### config.mk
export PLATFORM = sky130hd
export DESIGN_NAME = morse_tx_scheduler_flat
export DESIGN_NICKNAME = d
export VERILOG_FILES = /design/src/rtl/morse_tx_scheduler_if.sv /design/src/rtl/morse_tx_scheduler.sv /design/src/flat_wrapper.sv
export SDC_FILE = /design/constraint.sdc
export NUM_CORES = 1
export LEC_CHECK = 0
export BUFFER_PORTS_ARGS = -buffer_cell sky130_fd_sc_hd__buf_2
export CORE_MARGIN = 2
export CORE_UTILIZATION = 58
export CTS_CLUSTER_SIZE = 20
export DETAILED_ROUTE_END_ITERATION = 10
export PLACE_DENSITY = 0.86
export SYNTH_ARGS = -nofsm -noshare
export SYNTH_HDL_FRONTEND = slang
export SYNTH_SLANG_ARGS = --single-unit
### constraint.sdc
create_clock -name CLOCK_50 -period 3.18 [get_ports CLOCK_50]
set_input_delay 0.636 -clock CLOCK_50 [delete_from_list [all_inputs] [get_ports CLOCK_50]]
set_output_delay 0.636 -clock CLOCK_50 [all_outputs]
set_load 0.02 [all_outputs]
### src/rtl/morse_tx_scheduler_if.sv
// Letter-request and status bundle between the key/switch logic and the Morse scheduler.
// master drives requests and abort; slave (the scheduler) returns queue status and the Morse line.
interface morse_tx_scheduler_if #(
    parameter int ADDR_W = 3
);
    logic              wr_en;
    logic [2:0]        wr_data;
    logic              abort;
    logic              full;
    logic              empty;
    logic [ADDR_W:0]   level;
    logic              overflow;
    logic              busy;
    logic              z;
    logic              letter_done;

    modport master (
        output wr_en,
        output wr_data,
        output abort,
        input  full,
        input  empty,
        input  level,
        input  overflow,
        input  busy,
        input  z,
        input  letter_done
    );

    modport slave (
        input  wr_en,
        input  wr_data,
        input  abort,
        output full,
        output empty,
        output level,
        output overflow,
        output busy,
        output z,
        output letter_done
    );
endinterface

### src/rtl/morse_tx_scheduler.sv
// Queues 3-bit letter codes (Q..X) and keys them back-to-back as Morse on z, one unit = TICK_DIV cycles.
// Latency: a write into an idle, empty queue raises z two cycles later.
// Backpressure: none; writes while full are dropped and flagged by a one-cycle overflow pulse.
module morse_tx_scheduler #(
    parameter int TICK_DIV   = 25000000,
    parameter int FIFO_DEPTH = 8,
    parameter int ADDR_W     = 3
) (
    input  logic                 CLOCK_50,
    input  logic                 Resetn,
    morse_tx_scheduler_if.slave  bus
);

    localparam int                CNT_W     = $clog2(TICK_DIV);
    localparam logic [CNT_W-1:0]  TICK_MAX  = CNT_W'(TICK_DIV - 1);
    localparam logic [ADDR_W:0]   LEVEL_MAX = (ADDR_W + 1)'(FIFO_DEPTH);

    typedef enum logic [1:0] {
        IDLE,
        MARK,
        GAP,
        LGAP
    } state_t;

    // Left-aligned symbol pattern (1 = dash) plus symbol count.
    typedef struct packed {
        logic [3:0] pat;
        logic [2:0] len;
    } letter_t;

    function automatic letter_t lookup(input logic [2:0] code);
        letter_t e;
        case (code)
            3'd0:    e = '{pat: 4'b1101, len: 3'd4};
            3'd1:    e = '{pat: 4'b0100, len: 3'd3};
            3'd2:    e = '{pat: 4'b0000, len: 3'd3};
            3'd3:    e = '{pat: 4'b1000, len: 3'd1};
            3'd4:    e = '{pat: 4'b0010, len: 3'd3};
            3'd5:    e = '{pat: 4'b0001, len: 3'd4};
            3'd6:    e = '{pat: 4'b0110, len: 3'd3};
            default: e = '{pat: 4'b1001, len: 3'd4};
        endcase
        return e;
    endfunction

    state_t              state_q, state_d;
    logic [CNT_W-1:0]    cnt_q, cnt_d;
    logic [3:0]          pat_q, pat_d;
    logic [2:0]          len_q, len_d;
    logic [1:0]          rem_q, rem_d;
    logic [ADDR_W-1:0]   wr_ptr_q, rd_ptr_q;
    logic [ADDR_W:0]     level_q, level_d;
    logic                overflow_q;
    logic                z_q;
    logic                busy_q;
    logic                letter_done_q;
    logic [2:0]          mem_q [FIFO_DEPTH];

    logic                tick;
    logic                fifo_empty;
    logic                fifo_full;
    logic                push;
    logic                load;
    letter_t             head;

    assign fifo_empty = (level_q == '0);
    assign fifo_full  = (level_q == LEVEL_MAX);
    assign tick       = (cnt_q == TICK_MAX);
    assign head       = lookup(mem_q[rd_ptr_q]);
    assign push       = bus.wr_en && !fifo_full && !bus.abort;
    assign level_d    = level_q + (ADDR_W + 1)'(push) - (ADDR_W + 1)'(load);

    always_comb begin
        state_d = state_q;
        cnt_d   = cnt_q;
        pat_d   = pat_q;
        len_d   = len_q;
        rem_d   = rem_q;
        load    = 1'b0;

        if (state_q != IDLE) begin
            cnt_d = tick ? '0 : cnt_q + CNT_W'(1);
        end

        case (state_q)
            IDLE: begin
                if (!fifo_empty) begin
                    load = 1'b1;
                end
            end
            MARK: begin
                if (tick) begin
                    if (rem_q > 2'd1) begin
                        rem_d = rem_q - 2'd1;
                    end else if (len_q > 3'd1) begin
                        pat_d   = {pat_q[2:0], 1'b0};
                        len_d   = len_q - 3'd1;
                        rem_d   = 2'd1;
                        state_d = GAP;
                    end else begin
                        rem_d   = 2'd3;
                        state_d = LGAP;
                    end
                end
            end
            GAP: begin
                if (tick) begin
                    rem_d   = pat_q[3] ? 2'd3 : 2'd1;
                    state_d = MARK;
                end
            end
            LGAP: begin
                if (tick) begin
                    if (rem_q > 2'd1) begin
                        rem_d = rem_q - 2'd1;
                    end else if (!fifo_empty) begin
                        load = 1'b1;
                    end else begin
                        state_d = IDLE;
                    end
                end
            end
            default: state_d = IDLE;
        endcase

        if (load) begin
            pat_d   = head.pat;
            len_d   = head.len;
            rem_d   = head.pat[3] ? 2'd3 : 2'd1;
            state_d = MARK;
        end

        if (bus.abort) begin
            state_d = IDLE;
            cnt_d   = '0;
        end
    end

    // Outputs are registered from next-state so they line up with state_q without input paths.
    always_ff @(posedge CLOCK_50 or negedge Resetn) begin
        if (!Resetn) begin
            state_q       <= IDLE;
            cnt_q         <= '0;
            pat_q         <= '0;
            len_q         <= '0;
            rem_q         <= '0;
            wr_ptr_q      <= '0;
            rd_ptr_q      <= '0;
            level_q       <= '0;
            overflow_q    <= 1'b0;
            z_q           <= 1'b0;
            busy_q        <= 1'b0;
            letter_done_q <= 1'b0;
        end else begin
            state_q       <= state_d;
            cnt_q         <= cnt_d;
            pat_q         <= pat_d;
            len_q         <= len_d;
            rem_q         <= rem_d;
            overflow_q    <= bus.wr_en && fifo_full && !bus.abort;
            z_q           <= (state_d == MARK);
            busy_q        <= (state_d != IDLE);
            letter_done_q <= (state_d == LGAP) && (cnt_d == TICK_MAX) && (rem_d == 2'd1);
            if (bus.abort) begin
                wr_ptr_q <= '0;
                rd_ptr_q <= '0;
                level_q  <= '0;
            end else begin
                if (push) begin
                    wr_ptr_q <= wr_ptr_q + ADDR_W'(1);
                end
                if (load) begin
                    rd_ptr_q <= rd_ptr_q + ADDR_W'(1);
                end
                level_q <= level_d;
            end
        end
    end

    always_ff @(posedge CLOCK_50) begin
        if (push) begin
            mem_q[wr_ptr_q] <= bus.wr_data;
        end
    end

    assign bus.full        = fifo_full;
    assign bus.empty       = fifo_empty;
    assign bus.level       = level_q;
    assign bus.overflow    = overflow_q;
    assign bus.busy        = busy_q;
    assign bus.z           = z_q;
    assign bus.letter_done = letter_done_q;

endmodule

### src/flat_wrapper.sv
// flat-port wrapper written by rule: the top's interface ports become plain ports
module morse_tx_scheduler_flat 
#(
    parameter int TICK_DIV   = 25000000,
    parameter int FIFO_DEPTH = 8,
    parameter int ADDR_W     = 3
)
  (CLOCK_50, Resetn, bus_wr_en, bus_wr_data, bus_abort, bus_full, bus_empty, bus_level, bus_overflow, bus_busy, bus_z, bus_letter_done);
  morse_tx_scheduler_if #(.ADDR_W(ADDR_W)) bus_i ();
  input  logic CLOCK_50;
  input  logic Resetn;
  input wire logic [$bits(bus_i.wr_en)-1:0] bus_wr_en;
  input wire logic [$bits(bus_i.wr_data)-1:0] bus_wr_data;
  input wire logic [$bits(bus_i.abort)-1:0] bus_abort;
  output wire logic [$bits(bus_i.full)-1:0] bus_full;
  output wire logic [$bits(bus_i.empty)-1:0] bus_empty;
  output wire logic [$bits(bus_i.level)-1:0] bus_level;
  output wire logic [$bits(bus_i.overflow)-1:0] bus_overflow;
  output wire logic [$bits(bus_i.busy)-1:0] bus_busy;
  output wire logic [$bits(bus_i.z)-1:0] bus_z;
  output wire logic [$bits(bus_i.letter_done)-1:0] bus_letter_done;
  assign bus_i.wr_en = bus_wr_en;
  assign bus_i.wr_data = bus_wr_data;
  assign bus_i.abort = bus_abort;
  assign bus_full = bus_i.full;
  assign bus_empty = bus_i.empty;
  assign bus_level = bus_i.level;
  assign bus_overflow = bus_i.overflow;
  assign bus_busy = bus_i.busy;
  assign bus_z = bus_i.z;
  assign bus_letter_done = bus_i.letter_done;
  morse_tx_scheduler #(.TICK_DIV(TICK_DIV), .FIFO_DEPTH(FIFO_DEPTH), .ADDR_W(ADDR_W)) u_core (.CLOCK_50(CLOCK_50), .Resetn(Resetn), .bus(bus_i));
endmodule
==> results of run 1 <==
[flip-flops by register name (all words and copies together) (netlist names)]
signal and count:
u_core.len_q 3, u_core.bus.level 4, u_core.rd_ptr_q 3, u_core.pat_q 4, u_core.bus.overflow 1, u_core.wr_ptr_q 3, u_core.bus.busy 1, u_core.rem_q 2
u_core.cnt_q 25, u_core.mem_q 24, u_core.bus.z 1, u_core.state_q 2, u_core.bus.letter_done 1
[layout by cell type, fill, tap and decap left out, drive strengths merged, types with 3 or more instances in the layout]
cell,n
nor2,54
inv,25
and3,4
clkinvlp,3
nor4,5
buf,21
mux4,6
and4,4
nand4,9
dfrtp,50
ha,17
nand3,14
xnor2,17
nor2b,5
xor2,13
a21oi,12
edfxtp,24
nand2,29
nor3,10
mux2i,6
and2,4
clkbuf,9
o21ai,9
or3,3
nand2b,8
[cells by family (layout without fill, tap and decap cells)]
family / Yosys count / after routing / share of synthesized area, %
AND/OR/NAND/NOR: 160 / 160 / 21.1
flip-flops: 74 / 74 / 48.3
AO/OA/AOI/OAI: 51 / 51 / 9.32
buffers and inverters: 37 / 58 / 3.77
XOR/XNOR: 30 / 30 / 6.44
adder cells (fa/ha/maj): 18 / 18 / 5.70
multiplexers: 14 / 14 / 5.33
[worst paths after layout]
path                                 startpoint                endpoint  slack, ns
min in group CLOCK_50           u_core.pat_q[0]         u_core.pat_q[0]       0.50
worst min-delay path                     Resetn        u_core.cnt_q[15]       0.49
max in group asynchronous                Resetn      u_core.wr_ptr_q[2]       2.00
worst max-delay path            u_core.cnt_q[0]  u_core.bus.letter_done       0.34
worst max register to register  u_core.cnt_q[0]  u_core.bus.letter_done       0.34
worst min register to register  u_core.pat_q[0]         u_core.pat_q[0]       0.50
[layer usage]
layer  global-route usage [%]  part of all wire (%)  up-vias
met5                        0                     0        -
met4                     6.43                   1.4        0
met3                     5.09                   5.7       12
met2                     39.3                    49       89
met1                     33.1                    44     1428
li1                         -                     -     1402
[where the power goes]
part,total (mW),leakage [nW],internal (mW),switching (mW)
registers,1.25,0.888,1.11,0.134
logic,1.10,0.876,0.463,0.632
clock network,0.680,0.0833,0.294,0.386
total,3.02,1.85,1.87,1.15
[area by class of cell]
class | instances | area (um^2)
clock buffers | 9 | 124
clock inverters | 7 | 57.6
fillers | 525 | 2370
inverters | 21 | 78.8
multi-input cells | 273 | 1960
flip-flops and latches | 74 | 1970
well taps | 96 | 120
repair buffers | 21 | 118
[through the flow]
stage	hold slack, ns	power [mW]
floorplan	0.340	2.06
global placement	0.466	2.29
detailed placement	0.476	2.35
CTS	0.496	3.04
global route	0.508	3.23
finish	0.493	3.02
==> flow_summary_export.csv, run 1 <==
group,metric,value,unit
timing,rsz0062_at_grt,"false",
synth,synth_top_area_cell,"dfrtp_1",
floorplan,pin_count,17,
synth,synthTopCellsByArea,"dfrtp_1, edfxtp_1, ha_1",
cts,cts-root-buf,"clkbuf_8",
timing,period_minus_slack,2.84,ns
synth,synth.most_common_cell,"nor2_1",
place,dp_slack,0.392,ns
cts,cts.sinks,74,
route,postRouteAntennaNets,0,
floorplan,fp.dieArea,7730,um^2
cts,clkTransAtPathRegs,0.08,ns
timing,max_freq,353,MHz
synth,seq_area_frac_synth,48.3,%
critical_path,worst-endpoint-arrival,3.09,ns
timing,finalCritPeriodShare,89.2,%
cts,clk_latency,0.35,ns
synth,netlist.area_leader.share,30.6,%
place,place_area,4250,um^2
global_routing,track_usage,24.1,%
floorplan,rows,30,
finish,area_growth,8.43,%
cts,cts.hold.buffers_added,0,
route,drt-pass1-iter-count,4,
synth,synth_nets,409,
place,gp_congestion,0.851,
place,port_buffers,16,
critical_path,crit_path_end_kind,"flip-flop",
timing,setup_viol,0,
power,leakagePower,1.85,nW
floorplan,die_y,87.9,um
synth,synth-edff-count,24,
status,outcome,"finished clean",
global_routing,antenna_found_initial,0,
synth,synthArstFlopShare,67.6,%
critical_path,worstSetupPathType,"flip-flop to flip-flop",
floorplan,die_width,87.9,um
route,routedWlPerCell,16.4,um
power,peakVddDrop,0.000572,V
cts,post-cts-setup-buffer-count,0,
place,placed_cells,485,
cts,cts_tree,"yes",
critical_path,cpLargestDelayFamily,"simple AND/OR/NAND/NOR gates",
cts,cts_resized,0,
min_path,min_path_type,"input port to async pin",
global_routing,grt.overflow.total,0,
route,drc_errors,0,
timing,slew_headroom,25.1,%
finish,fin_util,65.2,%
power,p_per_area,682,nW/um^2
synth,yosysWarnings,0,
timing,fin_ws,0.344,ns
synth,synth_ff_type,"dfrtp_1",
synth,ys_top_cells_by_count,"nor2_1, dfrtp_1, nand2_1",
critical_path,worst_setup_path_start_kind,"flip-flop",
timing,finalHoldViolations,0,
synth,ys_ff_latch,74,
finish,final_area,4430,um^2
timing,drv_slew,0,
finish,nets,425,
synth,ys_types,65,
cts,cts.path.max_buffers,2,
timing,setup_tns,0,ns
floorplan,start_util,60.1,%
critical_path,path_buf_inv,0,
route,drt_iter0_drc,222,
synth,synth_area_per_cell,10.6,um^2
cts,cts_buffers,9,
timing,skew,0.00618,ns
critical_path,cpPeakStageDelay,0.47,ns
global_routing,grt_pass1_wl,14.4,mm
cts,h-tree-depth,3,
critical_path,cp_num_cells,8,
critical_path,cp_slowest_cell,"dfrtp_1",
timing,worst_slew_pin_slew,1.12,ns
critical_path,reg2reg_depth,8,
route,via_per_inst,5.85,
finish,drive_above_1_share,13.8,%
place,place_hpwl,6.04,mm
synth,syn_inst,384,
critical_path,cp_cell_sequence,"ha_1 -> nor2b_1 -> nand4_2 -> a211oi_1 -> o2111ai_1 -> nor4_1 -> nand4_1 -> nor4b_2",
synth,netlist_area,4080,um^2
finish,final_cell_count_no_fill,501,
critical_path,crit_fanout,9,
global_routing,grt_pass1_vias,2932,
route,routed_wl,8.21,mm
finish,antenna_cells,0,
job,cap_viol_max_count,0,
route,vias,2931,
global_routing,grt_max_degree,51,
critical_path,required,3.44,ns
floorplan,coreArea,6790,um^2
Power figures use the tool's default switching activity.
==> run 2: changes to the inputs <==
Settings changed: CORE_UTILIZATION 58 to 40, GPL_ROUTABILITY_DRIVEN set to 0, PLACE_DENSITY 0.86 to 0.66.
==> flow_summary_export.csv, run 2 (synthesized netlist as in run 1, its figures left out) <==
group,metric,value,unit
cts,cts_buffers,9,
place,place_hpwl,5.96,mm
critical_path,worst-endpoint-arrival,3.06,ns
finish,antenna_cells,0,
floorplan,fp.dieArea,11000,um^2
route,drt_iter0_drc,99,
cts,clkTransAtPathRegs,0.09,ns
global_routing,antenna_found_initial,0,
critical_path,crit_path_end_kind,"flip-flop",
floorplan,pin_count,17,
critical_path,crit_fanout,11,
timing,worst_slew_pin_slew,0.689,ns
timing,finalCritPeriodShare,87.9,%
timing,setup_tns,0,ns
finish,area_growth,11.8,%
cts,post-cts-setup-buffer-count,0,
floorplan,rows,36,
place,port_buffers,16,
finish,registers.top_by_ff_count,"u_core.cnt_q",
finish,fin_util,46.5,%
critical_path,crit_top_cell,"nand4_1",
route,routedWlPerCell,15.4,um
critical_path,critPathCapture,"u_core.bus.letter_done",
timing,max_freq,358,MHz
critical_path,cp_num_cells,9,
cts,h-tree-depth,3,
power,leakagePower,1.90,nW
global_routing,grt_pass1_vias,2791,
critical_path,startpoint,"u_core.state_q[0]",
floorplan,coreArea,9820,um^2
timing,skew,0.00777,ns
finish,drive_above_1_share,14.5,%
cts,clk_latency,0.36,ns
timing,drv_slew,0,
critical_path,worstSetupPathType,"flip-flop to flip-flop",
job,cap_viol_max_count,0,
critical_path,worst_setup_path_start_kind,"flip-flop",
critical_path,cp_cell_sequence,"inv_1 -> ha_1 -> and3b_1 -> nand4_1 -> xor2_1 -> or4_1 -> nor4_1 -> nand4_1 -> nor4b_2",
cts,cts_tree,"yes",
critical_path,required,3.45,ns
cts,cts.sinks,74,
finish,nets,428,
finish,reg_top3,"u_core.cnt_q (25), u_core.mem_q (24)",
critical_path,reg2reg_to,"u_core.bus.letter_done",
critical_path,cp_slowest_cell,"or4_1",
route,postRouteAntennaNets,0,
timing,setup_viol,0,
global_routing,grt_max_degree,27,
floorplan,die_width,105,um
critical_path,r2r_start,"u_core.state_q[0]",
finish,final_common_cell,"nor2_1",
finish,final_cell_mix,"nor2_1, dfrtp_1, nand2_1",
power,p_per_area,715,nW/um^2
critical_path,r2r_slack,0.39,ns
cts,cts.path.max_buffers,2,
min_path,min_path_type,"input port to async pin",
floorplan,die_y,105,um
floorplan,start_util,41.6,%
route,vias,2875,
cts,cts_resized,0,
route,routed_wl,8.35,mm
power,peakVddDrop,0.000603,V
timing,slew_headroom,53.6,%
cts,cts.hold.buffers_added,0,
route,via_per_inst,5.31,
finish,largest_reg_flops,25,
critical_path,cpPeakStageDelay,0.52,ns
critical_path,reg2reg_depth,9,
cts,cts-root-buf,"clkbuf_8",
global_routing,grt.overflow.total,0,
global_routing,track_usage,16.5,%
critical_path,path_buf_inv,1,
timing,rsz0062_at_grt,"false",
route,drt-pass1-iter-count,4,
timing,finalHoldViolations,0,
route,drc_errors,0,
timing,period_minus_slack,2.79,ns
critical_path,cpLargestDelayFamily,"simple AND/OR/NAND/NOR gates",
global_routing,grt_pass1_wl,14.3,mm
status,outcome,"finished clean",
-- run 2: how the worst min path moves through the flow --
stage | from | to | slack [ns] | cells past startpoint
floorplan | Resetn | u_core.bus.busy | 0.34 | 0
global placement | u_core.pat_q[0] | u_core.pat_q[0] | 0.46 | 1
detailed placement | u_core.pat_q[0] | u_core.pat_q[0] | 0.46 | 1
CTS | Resetn | u_core.cnt_q[20] | 0.28 | 1
global route | Resetn | u_core.cnt_q[20] | 0.30 | 1
finish | Resetn | u_core.cnt_q[20] | 0.27 | 1
-- run 2: layout make-up --
type / instances / area, um^2
sequential: 74 / 1970
clock inverter: 7 / 125
fill: 978 / 5260
multi-input combinational: 273 / 1960
timing repair buffer: 24 / 140
tap: 133 / 166
inverter: 21 / 78.8
clock buffer: 9 / 124
-- run 2: worst reg2reg max path, cell delays in order, from the launching register on --
cell	delay [ns]
dfrtp_1	0.44
inv_1	0.08
ha_1	0.33
and3b_1	0.34
nand4_1	0.13
xor2_1	0.18
or4_1	0.52
nor4_1	0.30
nand4_1	0.16
nor4b_2	0.22
-- run 2: routing by layer --
metal  vias to the layer above  GRT usage, %  wire [um]
li1                       1402             -          -
met4                         0          5.14         94
met1                      1415          22.4       4030
met3                         8          3.81        284
met5                         -             0          0
met2                        50          26.0       3940
-- run 2: where the power goes --
part           internal, mW  total, mW  switching (mW)  leakage (nW)
clock                 0.529      0.917           0.387         0.118
combinational         0.477       1.10           0.620         0.891
sequential             1.11       1.25           0.137         0.888
-- run 2: per-stage QoR --
step,std cells,cell area [um^2],worst slack (ns),total power [mW],hold WS [ns]
2_1_floorplan,384,4080,0.396,2.06,0.340
3_3_place_gp,525,4310,0.485,2.34,0.464
3_5_place_dp,525,4310,0.419,2.37,0.465
4_1_cts,541,4560,0.406,3.29,0.280
5_1_grt,541,4560,0.179,3.51,0.299
6_report,541,4560,0.386,3.26,0.268
==> run 3: changes to the inputs <==
Settings changed: CELL_PAD_IN_SITES_DETAIL_PLACEMENT set to 1, CELL_PAD_IN_SITES_GLOBAL_PLACEMENT set to 2, PLACE_DENSITY 0.66 to 0.87, TNS_END_PERCENT set to 50.
==> flow_summary_export.csv, run 3 (synthesized netlist as in run 1, its figures left out) <==
group,metric,value,unit
floorplan,coreArea,9820,um^2
power,seqPwrFrac,39.6,%
floorplan,pin_count,17,
route,drc_errors,0,
floorplan,die_y,105,um
critical_path,crit_path_end_kind,"flip-flop",
timing,skew,0.0112,ns
cts,cts_buffers,9,
finish,final_cell_mix,"nor2_1, dfrtp_1, nand2_1",
finish,antenna_cells,0,
critical_path,worst_setup_path_start_kind,"flip-flop",
route,routedWlPerCell,17.4,um
timing,hold_slack,0.233,ns
floorplan,start_util,41.6,%
timing,max_freq,355,MHz
cts,h-tree-depth,3,
route,routed_wl,9.43,mm
route,vias,2935,
finish,drive_above_1_share,15.0,%
floorplan,die_width,105,um
floorplan,rows,36,
route,drt_iter0_drc,128,
power,pwr-share-clk,24.6,%
critical_path,cp_slowest_cell,"or4_1",
min_path,min_path_type,"input port to async pin",
route,via_per_inst,5.43,
global_routing,grt_max_degree,30,
cts,clk_latency,0.37,ns
finish,fill_cells,1134,
critical_path,crit_fanout,16,
timing,finalCritPeriodShare,88.6,%
timing,finalHoldViolations,0,
global_routing,grt_pass1_wl,15.9,mm
cts,clkTransAtPathRegs,0.09,ns
critical_path,required,3.45,ns
power,intPower,1.96,mW
place,port_buffers,16,
cts,cts.path.max_buffers,2,
timing,worst_slew_pin_slew,0.733,ns
critical_path,path_buf_inv,1,
timing,setup_tns,0,ns
global_routing,grt.overflow.total,0,
cts,cts_tree,"yes",
finish,area_growth,10.9,%
power,p_sw,1.20,mW
critical_path,worstSetupPathType,"flip-flop to flip-flop",
job,cap_viol_max_count,0,
critical_path,cp_cell_sequence,"inv_1 -> ha_2 -> and3b_1 -> nand4_1 -> xor2_1 -> or4_1 -> nor4_1 -> nand4_1 -> nor4b_2",
finish,largest_reg_flops,25,
global_routing,antenna_found_initial,0,
critical_path,worst-endpoint-arrival,3.08,ns
route,postRouteAntennaNets,0,
timing,setup_viol,0,
finish,registers.top_by_ff_count,"u_core.cnt_q",
power,p_per_area,698,nW/um^2
timing,rsz0062_at_grt,"false",
critical_path,crit_top_cell,"nand4_1",
route,drt-pass1-iter-count,4,
cts,cts-root-buf,"clkbuf_8",
status,outcome,"finished clean",
finish,nets,428,
critical_path,cpPeakStageDelay,0.50,ns
global_routing,grt_pass1_vias,3104,
power,swShare,38.0,%
finish,final_common_cell,"nor2_1",
timing,drv_slew,0,
place,place_hpwl,6.90,mm
floorplan,fp.dieArea,11000,um^2
timing,slew_headroom,50.7,%
critical_path,cpLargestDelayFamily,"simple AND/OR/NAND/NOR gates",
power,peakVddDrop,0.000380,V
cts,cts.sinks,74,
power,p_comb_share,35.8,%
global_routing,track_usage,18.4,%
cts,post-cts-setup-buffer-count,0,
timing,period_minus_slack,2.82,ns
finish,reg_top3,"u_core.cnt_q (25), u_core.mem_q (24)",
power,leakagePower,1.88,nW
## run 3: cell count changes in the layout (fill, tap and decap cells not counted), sizes merged
cell      previous run  this run
clkinvlp             2         1
inv                 23        25
clkinv               0         1
bufinv               3         1
## run 3: per-layer routing
layer	GRT usage, %	vias up	wire (um)
li1	-	1404	-
met4	7.24	0	173
met5	0	-	0
met2	29.1	38	4420
met3	3.81	13	252
met1	24.7	1480	4580
## run 3: worst paths after layout
path | start | to | slack (ns) | cells after the start
worst max-delay path | u_core.state_q[0] | u_core.bus.letter_done | 0.36 | 9
min in group CLOCK_50 | u_core.pat_q[0] | u_core.pat_q[0] | 0.50 | 1
worst min-delay path | Resetn | u_core.cnt_q[13] | 0.23 | 1
max in group asynchronous | Resetn | u_core.cnt_q[7] | 2.15 | 2
worst min register to register | u_core.pat_q[0] | u_core.pat_q[0] | 0.50 | 1
worst max register to register | u_core.state_q[0] | u_core.bus.letter_done | 0.36 | 9
## run 3: final cells by class
| cell class | count | area (um^2) | share of cell area [%] |
|---|---|---|---|
| flip-flops and latches | 74 | 1970 | 43.6 |
| multi-input cells | 273 | 1960 | 43.3 |
| well taps | 133 | 166 | 3.68 |
| repair buffers | 24 | 140 | 3.10 |
| clock buffers | 9 | 124 | 2.74 |
| clock inverters | 7 | 83.8 | 1.85 |
| inverters | 21 | 78.8 | 1.74 |
## run 3: timing repair
item,4_1_cts,5_1_grt
hold endpoints to repair,0,0
hold buffers,0,0
resized for setup,0,2
setup endpoints to repair,0,1
## run 3: through the flow
step / cells / utilization, % / total power [mW] / setup WS [ns] / instance area [um^2]
after global placement: 525 / 43.9 / 2.33 / 0.407 / 4310
after CTS: 541 / 46.0 / 3.20 / 0.189 / 4520
final: 541 / 46.1 / 3.16 / 0.364 / 4530
after global routing: 541 / 46.1 / 3.38 / 0.127 / 4530
after detailed placement: 525 / 43.9 / 2.40 / 0.204 / 4310
after floorplan: 384 / - / 2.06 / 0.396 / 4080
## run 3: power groups by stage
stage	Sequential, mW	Combinational, mW	Clock, mW
after floorplan	1.25	0.805	0
after global placement	1.26	1.07	0
after detailed placement	1.27	1.13	0
after CTS	1.25	1.14	0.802
after global routing	1.28	1.27	0.836
final	1.25	1.13	0.778
